## src/rtl/pipeline_hazard_ctrl_pkg.sv

```systemverilog
// Shared types for the pipeline hazard controller: FSM states and forwarding selects.
package pipeline_hazard_ctrl_pkg;

    typedef enum logic [1:0] {
        RUN      = 2'd0,
        FLUSH    = 2'd1,
        MEM_WAIT = 2'd2
    } hazard_state_e;

    typedef enum logic [1:0] {
        FWD_RF  = 2'd0,
        FWD_MEM = 2'd1,
        FWD_WB  = 2'd2
    } fwd_sel_e;

endpackage

```

## src/rtl/pipeline_hazard_ctrl_fwd_select.sv

```systemverilog
// Operand forwarding source select for one decode-stage source register.
// The EX/M slot holds the younger result, so it wins over M/WB.
module fwd_select
    import pipeline_hazard_ctrl_pkg::*;
#(
    parameter int REG_ADDR_W = 5
) (
    input  logic [REG_ADDR_W-1:0] src_i,
    input  logic                  src_used_i,
    input  logic [REG_ADDR_W-1:0] mem_rd_i,
    input  logic                  mem_wen_i,
    input  logic [REG_ADDR_W-1:0] wb_rd_i,
    input  logic                  wb_wen_i,
    output fwd_sel_e              sel_o
);

    logic src_live;

    assign src_live = src_used_i && (src_i != '0);

    // Pick the youngest in-flight producer of this source; register 0 never forwards.
    always_comb begin
        sel_o = FWD_RF;
        if (src_live && mem_wen_i && (mem_rd_i == src_i)) begin
            sel_o = FWD_MEM;
        end else if (src_live && wb_wen_i && (wb_rd_i == src_i)) begin
            sel_o = FWD_WB;
        end
    end

endmodule

```

## src/rtl/pipeline_hazard_ctrl.sv

```systemverilog
// Backward-direction hazard controller: load-use stalls, taken-branch flushes,
// data-memory wait freezes and operand forwarding selects.
module pipeline_hazard_ctrl
    import pipeline_hazard_ctrl_pkg::*;
#(
    parameter int REG_ADDR_W   = 5,
    parameter int FLUSH_CYCLES = 2
) (
    input  logic                  clk,
    input  logic                  n_reset_i,
    input  logic [REG_ADDR_W-1:0] id_rs_i,
    input  logic [REG_ADDR_W-1:0] id_rt_i,
    input  logic                  id_rs_used_i,
    input  logic                  id_rt_used_i,
    input  logic [REG_ADDR_W-1:0] ex_rd_i,
    input  logic                  ex_wen_i,
    input  logic                  ex_is_load_i,
    input  logic [REG_ADDR_W-1:0] mem_rd_i,
    input  logic                  mem_wen_i,
    input  logic [REG_ADDR_W-1:0] wb_rd_i,
    input  logic                  wb_wen_i,
    input  logic                  ex_branch_taken_i,
    input  logic                  mem_busy_i,
    output logic                  stall_pc_o,
    output logic                  stall_if_id_o,
    output logic                  bubble_o,
    output logic                  flush_if_id_o,
    output logic                  stall_all_o,
    output logic [1:0]            fwd_a_o,
    output logic [1:0]            fwd_b_o,
    output logic [1:0]            state_o
);

    localparam int               CNT_W    = $clog2(FLUSH_CYCLES + 1);
    localparam logic [CNT_W-1:0] CNT_LOAD = CNT_W'(FLUSH_CYCLES - 1);
    localparam logic [CNT_W-1:0] CNT_ONE  = CNT_W'(1);

    hazard_state_e    state_q, state_d, eval_state;
    logic [CNT_W-1:0] flush_cnt_q, flush_cnt_d;
    logic             ret_state_q, ret_state_d;   // 1 = resume FLUSH, 0 = resume RUN
    logic             lu;
    logic             stall_pc, stall_if_id, bubble, flush_if_id, stall_all;
    fwd_sel_e         fwd_a, fwd_b;

    assign lu = ex_is_load_i && ex_wen_i && (ex_rd_i != '0) &&
                ((id_rs_used_i && (id_rs_i == ex_rd_i)) ||
                 (id_rt_used_i && (id_rt_i == ex_rd_i)));

    fwd_select #(.REG_ADDR_W(REG_ADDR_W)) u_fwd_a (
        .src_i(id_rs_i), .src_used_i(id_rs_used_i),
        .mem_rd_i(mem_rd_i), .mem_wen_i(mem_wen_i),
        .wb_rd_i(wb_rd_i), .wb_wen_i(wb_wen_i),
        .sel_o(fwd_a)
    );

    fwd_select #(.REG_ADDR_W(REG_ADDR_W)) u_fwd_b (
        .src_i(id_rt_i), .src_used_i(id_rt_used_i),
        .mem_rd_i(mem_rd_i), .mem_wen_i(mem_wen_i),
        .wb_rd_i(wb_rd_i), .wb_wen_i(wb_wen_i),
        .sel_o(fwd_b)
    );

    // Leaving MEM_WAIT behaves exactly like the saved state in that same cycle.
    always_comb begin
        eval_state = state_q;
        case (state_q)
            RUN, FLUSH: eval_state = state_q;
            MEM_WAIT:   if (!mem_busy_i) eval_state = ret_state_q ? FLUSH : RUN;
            default:    eval_state = RUN;
        endcase
    end

    // Next state, flush counter and upstream control, prioritised busy > branch > load-use.
    always_comb begin
        state_d     = state_q;
        flush_cnt_d = flush_cnt_q;
        ret_state_d = ret_state_q;
        stall_pc    = 1'b0;
        stall_if_id = 1'b0;
        bubble      = 1'b0;
        flush_if_id = 1'b0;
        stall_all   = 1'b0;
        case (eval_state)
            RUN: begin
                state_d = RUN;
                if (mem_busy_i) begin
                    stall_all   = 1'b1;
                    state_d     = MEM_WAIT;
                    ret_state_d = 1'b0;
                end else if (ex_branch_taken_i) begin
                    flush_if_id = 1'b1;
                    bubble      = 1'b1;
                    if (FLUSH_CYCLES > 1) begin
                        state_d     = FLUSH;
                        flush_cnt_d = CNT_LOAD;
                    end
                end else if (lu) begin
                    stall_pc    = 1'b1;
                    stall_if_id = 1'b1;
                    bubble      = 1'b1;
                end
            end
            FLUSH: begin
                if (mem_busy_i) begin
                    stall_all   = 1'b1;
                    state_d     = MEM_WAIT;
                    ret_state_d = 1'b1;
                end else begin
                    flush_if_id = 1'b1;
                    bubble      = 1'b1;
                    flush_cnt_d = flush_cnt_q - CNT_ONE;
                    state_d     = (flush_cnt_q <= CNT_ONE) ? RUN : FLUSH;
                end
            end
            default: begin
                stall_all = 1'b1;
                state_d   = MEM_WAIT;
            end
        endcase
    end

    // State, flush counter and return-state registers.
    always_ff @(posedge clk) begin
        if (!n_reset_i) begin
            state_q     <= RUN;
            flush_cnt_q <= '0;
            ret_state_q <= 1'b0;
        end else begin
            state_q     <= state_d;
            flush_cnt_q <= flush_cnt_d;
            ret_state_q <= ret_state_d;
        end
    end

    // All outputs are held quiet while reset is asserted.
    always_comb begin
        stall_pc_o    = n_reset_i & stall_pc;
        stall_if_id_o = n_reset_i & stall_if_id;
        bubble_o      = n_reset_i & bubble;
        flush_if_id_o = n_reset_i & flush_if_id;
        stall_all_o   = n_reset_i & stall_all;
        fwd_a_o       = n_reset_i ? fwd_a   : FWD_RF;
        fwd_b_o       = n_reset_i ? fwd_b   : FWD_RF;
        state_o       = n_reset_i ? state_q : 2'd0;
    end

endmodule

```

## config.mk

```make
export PLATFORM = sky130hd
export DESIGN_NAME = pipeline_hazard_ctrl
export DESIGN_NICKNAME = d
export VERILOG_FILES = /design/src/rtl/pipeline_hazard_ctrl_pkg.sv /design/src/rtl/pipeline_hazard_ctrl_fwd_select.sv /design/src/rtl/pipeline_hazard_ctrl.sv
export SDC_FILE = /design/constraint.sdc
export NUM_CORES = 1
export LEC_CHECK = 0
export BUFFER_PORTS_ARGS = -buffer_cell sky130_fd_sc_hd__buf_4
export CAP_MARGIN = 20
export CORE_UTILIZATION = 25
export CTS_CLUSTER_SIZE = 24
export DETAILED_ROUTE_END_ITERATION = 8
export GPL_TIMING_DRIVEN = 1
export MAX_ROUTING_LAYER = met4
export SLEW_MARGIN = 20
export SYNTH_ARGS = -nofsm -noshare
export SYNTH_HDL_FRONTEND = slang
export SYNTH_SLANG_ARGS = --single-unit
```

## constraint.sdc

```tcl
create_clock -name clk -period 1.7 [get_ports clk]
set_input_delay 0.34 -clock clk [delete_from_list [all_inputs] [get_ports clk]]
set_output_delay 0.34 -clock clk [all_outputs]
set_load 0.05 [all_outputs]
```

==> run metrics <==
Hold Crit Class=input port to flip-flop; Finish-stage setup viols=8; busiest layer in global routing=met2; top-count cell post-synth=xor2_1; GRT met3 Usage=2.576%; initial antenna violation count=0; initial cell density of the core=26.09%; Mapped Avg Cell Area=8.198 um^2; vias per cell=4.798; clock root buffer=clkbuf_4; WHS Path Cells=3; Int Power=385.9 uW; top cells by area, synth=xor2_1 (20%), xnor2_1 (17%), dfxtp_1 (14%); CP Cell Sequence=buf_4 -> xor2_1 -> nor4_2 -> a32oi_2 -> nor3b_4 -> buf_6; # IOs=46; core footprint=0.002734 mm^2; clk sinks=5; status=finished, violations left; reported max-cap violation count=0; fmax=529.7 MHz; cts bufs inserted=3; met1 usage=18.50%; share of the yosys chip area belonging to registers=14.04%; area of the mapped netlist=713.2 um^2; period utilization=111.0%; Slew Limit Fails=0; Tot Pwr=580.5 uW; vias in the first global route=888; hpwl dp=1.971 mm; pin count of the biggest net entering global routing=13; Yosys top cell area share=19.65%; GR Overflow Total=0; pre-CTS setup slack=-0.2292 ns; worst-skew pair later-pin latency=0.24 ns; ANT cells=0; net count after synthesis=122; Pre-Repair DR Iteration Count=4; TritonCTS clock tree=done; most common library cells after synthesis=xor2_1 (16), xnor2_1 (14), and2_1 (7); layout cells sized above 1=63.06%; Syn Inst Count=87; WP buf/inv=2; M2 GR Usage=30.64%; Slew @ Worst Pin=0.3004 ns; drt total wl=2.371 mm; CP Depth=6; hold bufs inserted after CTS=0; largest stage delay on the critical path=0.28 ns; Worst-path clk slew=0.04 ns; Worst R2R Path Depth=6; Die Span Y=55.41 um; DRC=0; Final Hold Vio Count=0; CP startpoint kind=input port; Critical Path RT=1.36 ns; CP max-delay cell=nor4_2; Clock Path Buffers=2; post-synthesis sequential element count=5; top cell family by delay on the critical path=simple AND/OR/NAND/NOR gates; IO buf count=45; FP Rows=19; via count=902; Die W=55.41 um; routed len/inst=12.61 um; number of synthesized flops with an enable pin=0; Worst Path Max Fanout=4; fin crit period=1.888 ns; failing checks=setup timing; Tot GR Track Use=16.77%; Clk pwr share=23.4%; NetSw=194.6 uW; Worst Slack Setup Final=-0.1878 ns; cell taking the most area after synthesis=xor2_1; Yosys warnings=0; synth-to-layout area growth=110.9%; Power Density=386.0 mW/mm^2; first-pass GRT wire length=3.953 mm; critical path class=input port to primary output; CP endpoint kind=primary output; VDD IR max=0.3666 mV; GPL Wtd Cong=0.8047; number of fillers in the final layout=257; leakage=0.0006584 uW; die area=0.003070 mm^2; Max-slew headroom=79.97%; FFs w/ async S/R, synth=0%; Antenna Nets Post-Route=0; Combinational Power Share=54.5%; Most used DFF post-synth=dfxtp_1; clk_skew=0.0005615 ns; post-synth cell types=29; Flop pwr share=22.1%; Worst EP arrival=1.55 ns; RSZ-0062 raised after global routing=true; Sw Share=33.53%; H-tree depth=1; nets@finish=193; 1st-iter DRT viols=22
## cells by family after synthesis
| logic type | synth area share, % |
|---|---|
| buffers and inverters | 3.159 |
| AO/OA/AOI/OAI | 12.81 |
| AND/OR/NAND/NOR | 33.16 |
| XOR/XNOR | 36.84 |
| flip-flops | 14.04 |
## repair_timing
item	CTS	global route
gates resized for setup	26	8
pin swaps	11	10
endpoints found under the setup margin	8	8
setup buffers	1	0
## flip-flops by register name, summed over array words and instances, names as in the netlist
register,cells
flush_cnt_q,2
state_q,2
ret_state_q,1
## worst min-delay path, cell delays in order
cell and delay [ns]:
buf_4 0.10, buf_4 0.10, and2_1 0.11
## placed cells by master, fill, tap and decap left out, drive strengths merged, types with 2 or more instances in the layout
cell     n
nor4     4
o21ai    6
buf     69
nor3b    2
inv      2
nor2b    2
nand2    2
nor3     6
xnor2   14
dfxtp    5
nand4    4
xor2    16
clkbuf   4
or4      3
and2     7
## area by class of cell
| class | instances | area, um^2 | area share, % |
|---|---|---|---|
| Clock buffer | 4 | 26.28 | 1.747 |
| Inverter | 2 | 7.507 | 0.4992 |
| Multi-Input combinational cell | 77 | 735.7 | 48.92 |
| Sequential cell | 5 | 102.6 | 6.822 |
| Tap cell | 31 | 38.79 | 2.579 |
| Timing Repair Buffer | 69 | 593.1 | 39.43 |
## path summary, 6_finish.rpt
check | from | to | slack [ns]
hold / removal | mem_busy_i | state_q[1] | 0.44
hold reg to reg | ret_state_q | ret_state_q | 0.51
setup reg to reg | state_q[1] | state_q[0] | 0.33
setup / recovery | id_rt_i[4] | stall_if_id_o | -0.19
## routing by layer
metal	up-vias	share of wire (%)
li1	453	-
met1	403	38
met2	44	54
met3	2	6.7
met4	0	0.63
met5	-	0
## per-stage QoR
stage | util (%) | area [um^2] | instances | setup TNS [ns] | hold slack, ns
final | 55.01 | 1504 | 188 | -1.195 | 0.4435
after global routing | 55.01 | 1504 | 188 | -1.661 | 0.4437
after CTS | 53.59 | 1465 | 188 | -1.311 | 0.4312
after detailed placement | 48.15 | 1316 | 183 | -1.512 | 0.5067
after global placement | 48.15 | 1316 | 183 | -1.421 | 0.4955
after floorplan | - | 785.8 | 87 | -1.070 | 0.4796
## power by group through the flow
| stage | Sequential (uW) | Clock [uW] | Combinational [uW] |
|---|---|---|---|
| after floorplan | 128 | 0 | 123 |
| after global placement | 129 | 0 | 277 |
| after detailed placement | 129 | 0 | 282 |
| after CTS | 128 | 142 | 308 |
| after global routing | 129 | 150 | 339 |
| final | 128 | 136 | 317 |
Note: power is estimated with default switching activity, not from simulation.
